[config.mk]
export PLATFORM = sky130hd
export DESIGN_NAME = chord_sequencer
export DESIGN_NICKNAME = d
export VERILOG_FILES = /design/src/rtl/chord_sequencer.sv
export SDC_FILE = /design/constraint.sdc
export NUM_CORES = 1
export LEC_CHECK = 0
export BUFFER_PORTS_ARGS = -buffer_cell sky130_fd_sc_hd__buf_2
export CORE_UTILIZATION = 35
export DETAILED_ROUTE_END_ITERATION = 10
export GPL_TIMING_DRIVEN = 0
export PLACE_DENSITY = 0.61
export SLEW_MARGIN = 20
export SYNTH_ARGS = -nofsm -noshare
export SYNTH_HDL_FRONTEND = slang
export SYNTH_SLANG_ARGS = --single-unit
[constraint.sdc]
create_clock -name clk -period 4.5 [get_ports clk]
set_input_delay 0.45 -clock clk [delete_from_list [all_inputs] [get_ports clk]]
set_output_delay 0.45 -clock clk [all_outputs]
set_load 0.01 [all_outputs]
[src/rtl/chord_sequencer.sv]
// Chord sequencer: plays up to eight 8-voice chord entries from a small pattern memory.
// Each step sounds for STEP_CYCLES-GAP_CYCLES cycles, then stays silent for GAP_CYCLES cycles.
module chord_sequencer #(
  parameter int STEP_CYCLES = 12500000,
  parameter int GAP_CYCLES  = 1250000
) (
  input  logic       clk,
  input  logic       rst,
  input  logic       wr_en,
  input  logic [2:0] wr_addr,
  input  logic [7:0] wr_data,
  input  logic [2:0] len,
  input  logic       loop,
  input  logic       start,
  input  logic       stop,
  output logic [7:0] chord,
  output logic [2:0] step,
  output logic       busy,
  output logic       done
);

  localparam int CW = $clog2(STEP_CYCLES + 1);
  localparam logic [CW-1:0] PLAY_LOAD = CW'(STEP_CYCLES - GAP_CYCLES - 1);
  localparam logic [CW-1:0] GAP_LOAD  = CW'(GAP_CYCLES - 1);

  typedef enum logic [1:0] {S_IDLE, S_PLAY, S_GAP} state_t;

  state_t          state_q, state_d;
  logic [CW-1:0]   cnt_q, cnt_d;
  logic [2:0]      step_q, step_d;
  logic [2:0]      len_q, len_d;
  logic [7:0]      chord_q, chord_d;
  logic            busy_q, busy_d;
  logic            done_q, done_d;
  logic [2:0]      next_step;
  logic [7:0]      mem_q [8];
  logic [7:0]      mem_d [8];

  // Register array (not block RAM) because reset must clear every entry.
  for (genvar gi = 0; gi < 8; gi++) begin : g_mem
    assign mem_d[gi] = (wr_en && (wr_addr == 3'(gi))) ? wr_data : mem_q[gi];

    always_ff @(posedge clk) begin
      if (rst) mem_q[gi] <= 8'h00;
      else     mem_q[gi] <= mem_d[gi];
    end
  end

  assign next_step = step_q + 3'd1;

  // Chord loads read mem_q, so a same-edge write is seen only on the next load.
  always_comb begin
    state_d = state_q;
    cnt_d   = cnt_q;
    step_d  = step_q;
    len_d   = len_q;
    chord_d = chord_q;
    busy_d  = busy_q;
    done_d  = 1'b0;
    case (state_q)
      S_IDLE: begin
        if (start && !stop) begin
          state_d = S_PLAY;
          cnt_d   = PLAY_LOAD;
          step_d  = 3'd0;
          len_d   = len;
          chord_d = mem_q[0];
          busy_d  = 1'b1;
        end
      end
      S_PLAY: begin
        if (stop) begin
          state_d = S_IDLE;
          cnt_d   = '0;
          step_d  = 3'd0;
          chord_d = 8'h00;
          busy_d  = 1'b0;
        end else if (cnt_q == '0) begin
          state_d = S_GAP;
          cnt_d   = GAP_LOAD;
          chord_d = 8'h00;
        end else begin
          cnt_d = cnt_q - 1'b1;
        end
      end
      S_GAP: begin
        if (stop) begin
          state_d = S_IDLE;
          cnt_d   = '0;
          step_d  = 3'd0;
          chord_d = 8'h00;
          busy_d  = 1'b0;
        end else if (cnt_q != '0) begin
          cnt_d = cnt_q - 1'b1;
        end else if (step_q < len_q) begin
          state_d = S_PLAY;
          cnt_d   = PLAY_LOAD;
          step_d  = next_step;
          chord_d = mem_q[next_step];
        end else if (loop) begin
          state_d = S_PLAY;
          cnt_d   = PLAY_LOAD;
          step_d  = 3'd0;
          chord_d = mem_q[0];
        end else begin
          state_d = S_IDLE;
          cnt_d   = '0;
          step_d  = 3'd0;
          chord_d = 8'h00;
          busy_d  = 1'b0;
          done_d  = 1'b1;
        end
      end
      default: begin
        state_d = S_IDLE;
        cnt_d   = '0;
        step_d  = 3'd0;
        chord_d = 8'h00;
        busy_d  = 1'b0;
      end
    endcase
  end

  always_ff @(posedge clk) begin
    if (rst) begin
      state_q <= S_IDLE;
      cnt_q   <= '0;
      step_q  <= 3'd0;
      len_q   <= 3'd0;
      chord_q <= 8'h00;
      busy_q  <= 1'b0;
      done_q  <= 1'b0;
    end else begin
      state_q <= state_d;
      cnt_q   <= cnt_d;
      step_q  <= step_d;
      len_q   <= len_d;
      chord_q <= chord_d;
      busy_q  <= busy_d;
      done_q  <= done_d;
    end
  end

  assign chord = chord_q;
  assign step  = step_q;
  assign busy  = busy_q;
  assign done  = done_q;

endmodule

==> summary.txt, run 1 <==
Detailed routing
  – Post-route ant nets: 0
  – Top sig layer: met4
  – Initial DRT Pass Iterations: 7
  – Metal1 wirelength: between 5 and 6 mm
  – WL per Instance: about 18 um
  – DR WL met3: between 700 and 800 um
  – DR vias/cell: between 5 and 6
  – Initial DRC Count: 293
  – Vias: between 4000 and 5000
  – Met2 wire len: roughly 6.8 mm
  – Final WL: 13.6 mm
  – Residual DRC: 0

Worst setup path
  – Crit path DAT: between 2000 and 3000 ps
  – Worst setup SP type: register
  – Reg2Reg Launch Point: step[0]
  – Worst R2R End: chord[7]
  – Crit. End Element: register
  – CP Data Required Time: roughly 4700 ps
  – R2r worst-path depth: 8
  – R2r setup slk: about 1800 ps
  – Setup CP Type: reg2reg
  – Critical path peak fanout: 10
  – Crit. Startpoint: step[0]
  – Critical Path Sink: chord[7]

Timing
  – Slew @ Worst Pin: ~1100 ps
  – Final TNS setup: 0 ps
  – Tcrit/Tclk final: between 60% and 70%
  – Final hold violations: 0
  – Fin crit period: 2700 ps
  – Pins Over Slew Limit: 0
  – Unrepaired setup endpoints after global routing: false
  – Final Setup Violations: 0
  – Rel. slew slack: approximately 27%
  – Worst hold slack: 334 ps
  – Fmax: 370 MHz
  – Clk_skew: between 7 and 8 ps
  – Setup WS post-layout: 1800 ps

CTS
  – Post-CTS Setup Inserts: 0
  – CTS Buffer Depth: 2
  – Worst-Skew Late Latency: 360 ps
  – Clock Root Buffer: clkbuf_16
  – Clock-pin transition on the worst setup and hold timing paths: approximately 70 ps
  – CTS HTree Levels: 3
  – Resize count post-CTS: 0
  – CTS buffer count: 9
  – CTS Hold Buffers Added: 0
  – CTS tree: done
  – Clock Sinks: 106

Yosys
  – Yosys cell types: 55
  – Syn Area/Cell: between 10 and 15 um2
  – Asr flop ratio synth: 0%
  – YS warnings: 0
  – Cells after Synth: between 500 and 600
  – Post-Synthesis Net Count: 536
  – Top_reg_cell synth: edfxtp_1
  – Number of synthesized flops with an enable pin: 56
  – Synth Register Bits: 106
  – Mapped Area: between 0.005 and 0.006 mm2
  – Sequential share of the synthesized area: between 50% and 60%

Global routing
  – Initial antenna violation count: 0
  – Largest net degree at the start of global routing: 19
  – GR Overflow Total: 0
  – Vias in the first global route: between 4000 and 5000
  – Global-route usage over all layers: about 18%
  – First-pass GRT wire length: about 22 mm

Floorplanning
  – Core area: 0.0147 mm2
  – Die Wd: between 100 and 150 um
  – Die height: ~130 um
  – Ports: 33
  – FP Rows: 44
  – Starting Density: 36.3%
  – DIE AREA: between 0.015 and 0.02 mm2

Pwr
  – Maximum VDD drop: 0.000208 V
  – Sequential share of power: between 50% and 60%
  – Internal: 1.61 mW
  – Clock share of power: between 30% and 40%
  – Switching pwr: about 0.63 mW
  – Logic pwr share: between 10% and 20%
  – Pwr/cell area: 373 mW/mm2
  – Total leakage power: between 2 and 2.5 nW
  – Sw Share: approximately 28%

Placement
  – Placer Congestion: between 0.9 and 1
  – Buffers on Ports: 31
  – Cell Area, Placed: between 0.005 and 0.006 mm2
  – HPWL after DPL: 9.86 mm
  – Post-Place Setup Slack: around 1800 ps

Finish
  – Fin util: about 40%
  – Nets: 578
  – Most common cell after layout, fill and taps aside: nand2_1
  – Area Growth Syn to Fin: 12.6%
  – Ratio of cells with drive above 1 in the final layout: between 15 and 20%
  – Final Instance Area: 0.00601 mm2
  – Total inserted antenna cells: 0
  – Most frequent cells in the layout: nand2_1, and2_1, edfxtp_1

Min path
  – Hold crit path type: in2reg

Status
  – Status: finished, final reports clean

Job
  – Max-Cap Viols: 0
-- flip-flops by register name, summed over array words and instances, names as in the netlist --
register,count
busy,1
chord,8
cnt_q,24
done,1
len_q,3
mem_q,64
state_q,2
step,3
-- metrics by stage --
| stage | std cells | total power, mW |
|---|---|---|
| after floorplan | 511 | 1.38 |
| after global placement | 726 | 1.48 |
| after detailed placement | 726 | 1.49 |
| after CTS | 742 | 2.26 |
| after global routing | 742 | 2.34 |
| final | 742 | 2.24 |
-- worst max-delay path: stages, from the launching register on --
cell and delay, ps:
dfxtp_1 360, ha_1 290, clkbuf_1 540, buf_2 400, mux4_2 530, nand2_1 70
a21oi_1 70, a21oi_1 200, a211oi_1 100
-- Yosys cell counts (all sizes together) (10+ instances only) --
master   n  area, um2
dfxtp   50       1000
buf     10       67.6
a21oi   42        210
nor3    16       96.4
and2    56        350
mux4    16        360
clkbuf  14       52.6
a211oi  13       97.6
o21ai   17       85.1
nand2   57        214
nor2    48        180
edfxtp  56       1680
xnor2   10       87.6
nand2b  11       68.8
-- final cells by class --
type,instances,area [um2]
fill,1437,8690
sequential,106,2680
clock inverter,5,46.3
clock buffer,11,243
timing repair buffer,31,155
inverter,5,18.8
tap,184,230
buffer,24,120
multi-input combinational,376,2510
-- cell families after synthesis --
group,count (synthesis),share of synthesized area (%)
xor+xnor,13,2.14
buf+inv,29,2.60
flops,106,50.3
mux,16,6.76
fa+ha+maj,5,1.17
compound gates,116,14.0
simple gates,226,23.0
-- layer usage --
layer  track usage, %  vias up
met5                0        -
met4             6.46        0
met3             4.24       30
met2             32.3      132
met1             22.3     1945
li1                 -     1955
-- worst min path at each step --
stage                 from     endpoint  slack (ps)  depth (start not counted)
6_report            len[2]     len_q[2]         330                          3
4_1_cts             len[1]     len_q[1]         330                          3
2_1_floorplan  mem_q[0][0]  mem_q[0][0]         450                          2
3_3_place_gp   mem_q[0][3]  mem_q[0][3]         450                          2
3_5_place_dp   mem_q[0][3]  mem_q[0][3]         460                          2
5_1_grt             len[1]     len_q[1]         330                          3
-- power by group through the flow --
stage / logic, mW / registers (mW) / clock network [mW]
floorplan: 0.238 / 1.14 / 0
global placement: 0.333 / 1.15 / 0
detailed placement: 0.338 / 1.15 / 0
CTS: 0.340 / 1.13 / 0.789
global route: 0.375 / 1.14 / 0.826
finish: 0.341 / 1.13 / 0.773
Note: power is estimated with default switching activity, not from simulation.
==> run 2, diff against run 1 <==
--- a/config.mk
+++ b/config.mk
@@ -9,7 +9,7 @@
 export CORE_UTILIZATION = 35
 export DETAILED_ROUTE_END_ITERATION = 10
 export GPL_TIMING_DRIVEN = 0
-export PLACE_DENSITY = 0.61
+export PLACE_DENSITY = 0.63
 export SLEW_MARGIN = 20
 export SYNTH_ARGS = -nofsm -noshare
 export SYNTH_HDL_FRONTEND = slang
==> constraint.sdc (replaced) <==
create_clock -name clk -period 2.4 [get_ports clk]
set_input_delay 0.24 -clock clk [delete_from_list [all_inputs] [get_ports clk]]
set_output_delay 0.24 -clock clk [all_outputs]
set_load 0.01 [all_outputs]
==> summary.txt, run 2 (same netlist as run 1, synthesis figures left out) <==
Finish
  – Nets: 580 (+0.35%)
  – Area Growth Syn to Fin: 13.6%
  – Largest Register: mem_q
  – Ratio of cells with drive above 1 in the final layout: 17.1% (+1.9 points)
  – Most frequent cells in the layout: nand2_1, and2_1, edfxtp_1
  – Multi-input gate area: 0.00253 mm2 (+0.80%)
  – Final Instance Area: 0.00605 mm2 (+0.81%)
  – Fillers: 1407 (-2.1%)
  – Number of flip-flops in the largest register: 64 (unchanged)
  – FF+latch area: 0.00269 mm2 (about the same)
  – Total inserted antenna cells: 0 (unchanged)
  – Fin util: 41.2% (+0.33 points)

Worst setup path
  – Critical path peak fanout: 10 (unchanged)
  – Crit. End Element: register
  – Setup CP Type: reg2reg
  – Worst setup SP type: register
  – CP Data Required Time: 2680 ps (-2030 ps)
  – Crit path DAT: 2580 ps (-330 ps)
  – R2r setup slk: 100 ps (-1700 ps)

Timing
  – Slew @ Worst Pin: 960 ps (-130 ps)
  – Fin crit period: 2300 ps (-399 ps)
  – Clk_skew: 8.95 ps (+1.87 ps)
  – Final Setup Violations: 0 (unchanged)
  – Fmax: 434 MHz (+17%)
  – Worst hold slack: 119 ps (-215 ps)
  – Final TNS setup: 0 ps (unchanged)
  – Tcrit/Tclk final: 96.0% (+36 points)
  – Pins Over Slew Limit: 0 (unchanged)
  – Final hold violations: 0 (unchanged)
  – Rel. slew slack: 35.5% (+8.7 points)

CTS
  – Clock Root Buffer: clkbuf_16
  – Clock Sinks: 106 (unchanged)
  – Clock-pin transition on the worst setup and hold timing paths: 80 ps (about the same)
  – CTS buffer count: 9 (unchanged)
  – CTS HTree Levels: 3 (unchanged)
  – CTS Hold Buffers Added: 0 (unchanged)
  – CTS Buffer Depth: 2 (unchanged)
  – CTS tree: done
  – Worst-Skew Late Latency: 360 ps (about the same)

Global routing
  – GR Overflow Total: 0 (unchanged)
  – Global-route usage over all layers: 18.4% (-0.032 points)
  – Largest net degree at the start of global routing: 20 (+1)
  – Vias in the first global route: 4038 (-1.2%)
  – Initial antenna violation count: 0 (unchanged)
  – First-pass GRT wire length: 22.2 mm (+0.85%)

Detailed routing
  – Met2 wire len: 6.88 mm (+1.5%)
  – Top sig layer: met4
  – Residual DRC: 0 (unchanged)
  – Final WL: 13.8 mm (+1.0%)
  – WL per Instance: 18.5 um (+0.78%)
  – Initial DRT Pass Iterations: 4 (-3)
  – Post-route ant nets: 0 (unchanged)
  – Initial DRC Count: 311 (+6.1%)
  – DR vias/cell: 5.63 (+2.8%)
  – Vias: 4187 (+3.1%)
  – Metal1 wirelength: 5.95 mm (+2.5%)
  – DR WL met3: 685 um (-9.7%)

Status
  – Status: finished, final reports clean

Floorplanning
  – Core area: 0.0147 mm2 (unchanged)
  – Die height: 125 um (unchanged)
  – Ports: 33 (unchanged)
  – Die Wd: 125 um (unchanged)
  – DIE AREA: 0.0157 mm2 (unchanged)
  – FP Rows: 44 (unchanged)
  – Starting Density: 36.3% (unchanged)

Pwr
  – Tot Pwr: 4.24 mW (+89%)
  – Maximum VDD drop: 0.000364 V (+75%)
  – Pwr/cell area: 700 mW/mm2 (+87%)
  – Total leakage power: 2.14 nW (+1.0%)

Placement
  – Cell Area, Placed: 0.00572 mm2 (unchanged)
  – Placer Congestion: 0.855 (-6.0%)
  – Buffers on Ports: 31 (unchanged)
  – HPWL after DPL: 9.79 mm (-0.77%)

Job
  – Max-Cap Viols: 0 (unchanged)

Min path
  – Hold crit path type: in2reg
-- run 2: changes by cell type in the layout (fill, tap and decap cells not counted), sizes merged --
cell	before	now
inv	7	9
buf	41	42
clkinv	3	2
-- run 2: layout make-up --
cell class	count	area share (%)
buffer	23	2.09
timing repair buffer	34	2.93
inverter	5	0.310
multi-input combinational	376	41.8
tap	184	3.80
sequential	106	44.3
clock inverter	6	0.951
clock buffer	10	3.78
-- run 2: repair_timing --
item	CTS	global route
pin swaps	1	0
buffers inserted	3	0
resized for setup	3	11
setup endpoints to repair	11	11
-- run 2: final timing paths --
| path | depth (start not counted) | end | startpoint |
|---|---|---|---|
| max | 8 | cnt_q[12] | cnt_q[0] |
| min | 3 | len_q[1] | len[1] |
| max reg2reg | 8 | cnt_q[12] | cnt_q[0] |
| min reg2reg | 2 | mem_q[0][0] | mem_q[0][0] |
-- run 2: worst max-delay path: stages (launching register included) --
cell	delay, ps
dfxtp_2	350
inv_1	80
ha_1	150
nor4b_4	260
nand2_2	120
or4_4	540
buf_6	170
or3_1	390
a31oi_1	170
-- run 2: layer usage --
metal / global-route usage, % / up-vias
met3: 3.00 / 20
met4: 5.74 / 0
met1: 23.4 / 2069
li1: - / 1971
met2: 32.1 / 127
met5: 0 / -
-- run 2: metrics by stage --
step	std cells	setup slack [ps]
final	744	95.3
after global routing	744	-1.03
after CTS	744	41.3
after detailed placement	726	-275
after global placement	726	-242
after floorplan	511	151
-- run 2: power by group --
group          switching, mW  leakage [nW]  internal (mW)  total [mW]
clock network          0.728         0.141          0.732        1.46
registers             0.0898         0.951           2.03        2.12
logic                  0.406          1.05          0.253       0.659
total                   1.22          2.14           3.01        4.24
==> run 3, diff against run 2 <==
--- a/config.mk
+++ b/config.mk
@@ -6,6 +6,7 @@
 export NUM_CORES = 1
 export LEC_CHECK = 0
 export BUFFER_PORTS_ARGS = -buffer_cell sky130_fd_sc_hd__buf_2
+export CORE_MARGIN = 2
 export CORE_UTILIZATION = 35
 export DETAILED_ROUTE_END_ITERATION = 10
 export GPL_TIMING_DRIVEN = 0
==> summary.txt, run 3 (same netlist as run 1, synthesis figures left out) <==
Timing
  – Rel. slew slack: 31.2% (-4.3 points)
  – Final TNS setup: 0 ps (unchanged)
  – Unrepaired setup endpoints after global routing: false
  – Pins Over Slew Limit: 0 (unchanged)
  – Fmax: 439 MHz (+1.1%)
  – Slew @ Worst Pin: 1020 ps (+64.3 ps)
  – Clk_skew: 7.07 ps (-1.88 ps)
  – Tcrit/Tclk final: 95.0% (-1.0 points)
  – Final hold violations: 0 (unchanged)
  – Final Setup Violations: 0 (unchanged)
  – Fin crit period: 2280 ps (-24.3 ps)

CTS
  – Clock-pin transition on the worst setup and hold timing paths: 70 ps (about the same)
  – CTS Buffer Depth: 2 (unchanged)
  – CTS Hold Buffers Added: 0 (unchanged)
  – Clock Sinks: 106 (unchanged)
  – Clock Root Buffer: clkbuf_16
  – CTS HTree Levels: 3 (unchanged)
  – Worst-Skew Late Latency: 360 ps (about the same)
  – CTS buffer count: 9 (unchanged)
  – CTS tree: done

Worst setup path
  – CP Data Required Time: 2690 ps (about the same)
  – Crit. End Element: register
  – Critical path peak fanout: 8 (-2)
  – Worst setup SP type: register
  – Setup CP Type: reg2reg
  – Crit path DAT: 2570 ps (about the same)

Floorplanning
  – Ports: 33 (unchanged)
  – Starting Density: 35.5% (-0.81 points)
  – FP Rows: 45 (+2.3%)
  – Die height: 127 um (+1.6%)
  – DIE AREA: 0.0162 mm2 (+3.2%)
  – Core area: 0.0150 mm2 (+2.3%)
  – Die Wd: 127 um (+1.6%)

Global routing
  – Largest net degree at the start of global routing: 20 (unchanged)
  – First-pass GRT wire length: 21.9 mm (-1.3%)
  – Global-route usage over all layers: 17.6% (-0.82 points)
  – GR Overflow Total: 0 (unchanged)
  – Vias in the first global route: 4048 (+0.25%)
  – Initial antenna violation count: 0 (unchanged)

Finish
  – Most frequent cells in the layout: nand2_1, and2_1, edfxtp_1
  – Fin util: 40.3% (-0.87 points)
  – Nets: 581 (+0.17%)
  – Number of flip-flops in the largest register: 64 (unchanged)
  – Largest Register: mem_q
  – Total inserted antenna cells: 0 (unchanged)
  – Ratio of cells with drive above 1 in the final layout: 18.0% (+0.86 points)
  – Area Growth Syn to Fin: 13.7%

Detailed routing
  – Post-route ant nets: 0 (unchanged)
  – Vias: 4101 (-2.1%)
  – Final WL: 13.5 mm (-2.0%)
  – DR WL met3: 719 um (+5.0%)
  – Initial DRT Pass Iterations: 5 (+1)
  – Residual DRC: 0 (unchanged)
  – WL per Instance: 18.0 um (-2.6%)
  – Metal1 wirelength: 6.13 mm (+3.1%)
  – Initial DRC Count: 380 (+22%)
  – Top sig layer: met4
  – DR vias/cell: 5.48 (-2.7%)
  – Met2 wire len: 6.39 mm (-7.2%)

Pwr
  – Sw Share: 28.5% (-0.39 points)
  – Pwr/cell area: 693 mW/mm2 (-0.99%)
  – Maximum VDD drop: 0.000458 V (+26%)
  – Internal: 3.00 mW (-0.33%)
  – Total leakage power: 2.14 nW (about the same)
  – Switching pwr: 1.20 mW (-2.2%)
  – Clock share of power: 33.8% (-0.6 points)
  – Sequential share of power: 50.6% (+0.6 points)
  – Logic pwr share: 15.6% (about the same)

Min path
  – Hold crit path type: in2reg

Status
  – Status: finished, final reports clean

Job
  – Max-Cap Viols: 0 (unchanged)

Placement
  – Buffers on Ports: 31 (unchanged)
  – HPWL after DPL: 9.82 mm (+0.38%)
  – Placer Congestion: 0.891 (+4.2%)
## run 3: stage by stage
stage               cell area [um2]  hold slack [ps]  worst slack [ps]  power [mW]  std cells
floorplan                      5330              376               151        2.59        511
global placement               5720              460              -262        2.78        730
detailed placement             5720              470              -262        2.80        730
CTS                            6020              101              21.7        4.22        748
global route                   6060              116              4.04        4.39        749
finish                         6060              108               120        4.20        749
## run 3: worst paths after layout
check	from	endpoint	slack [ps]	depth (start not counted)
max	cnt_q[0]	step[0]	120	8
min	len[2]	len_q[2]	110	3
max reg2reg	cnt_q[0]	step[0]	120	8
min reg2reg	mem_q[0][3]	mem_q[0][3]	480	2
## run 3: routing by layer
layer  vias up  GRT usage (%)
li1       1967              -
met1      1999           22.9
met2       112           29.3
met3        23           4.36
met4         0           4.98
met5         -              0
## run 3: layout make-up
| type | instances | area [um2] |
|---|---|---|
| buffer | 23 | 125 |
| clock buffer | 10 | 229 |
| fill | 1469 | 8970 |
| multi-input combinational | 376 | 2530 |
| timing repair buffer | 35 | 185 |
| tap | 188 | 235 |
| clock inverter | 6 | 50.0 |
| sequential | 106 | 2690 |
| inverter | 5 | 18.8 |
## run 3: power groups by stage
stage | logic [mW] | clock network, mW | registers [mW]
6_report | 0.657 | 1.42 | 2.12
5_1_grt | 0.725 | 1.53 | 2.14
4_1_cts | 0.646 | 1.46 | 2.12
3_5_place_dp | 0.636 | 0 | 2.16
3_3_place_gp | 0.628 | 0 | 2.15
2_1_floorplan | 0.446 | 0 | 2.14
## run 3: critical path, stage by stage, from the launching register on
cell     delay, ps
dfxtp_4        360
inv_2           60
ha_1           140
nor4b_4        260
nand2_2        130
or4_4          550
buf_8          160
or4_4          460
o21ai_1         90
## run 3: what timing repair did
item	4_1_cts	5_1_grt
gates cloned	0	0
resized for setup	2	14
setup endpoints to repair	14	10
pin swaps	1	0
buffers inserted	3	1
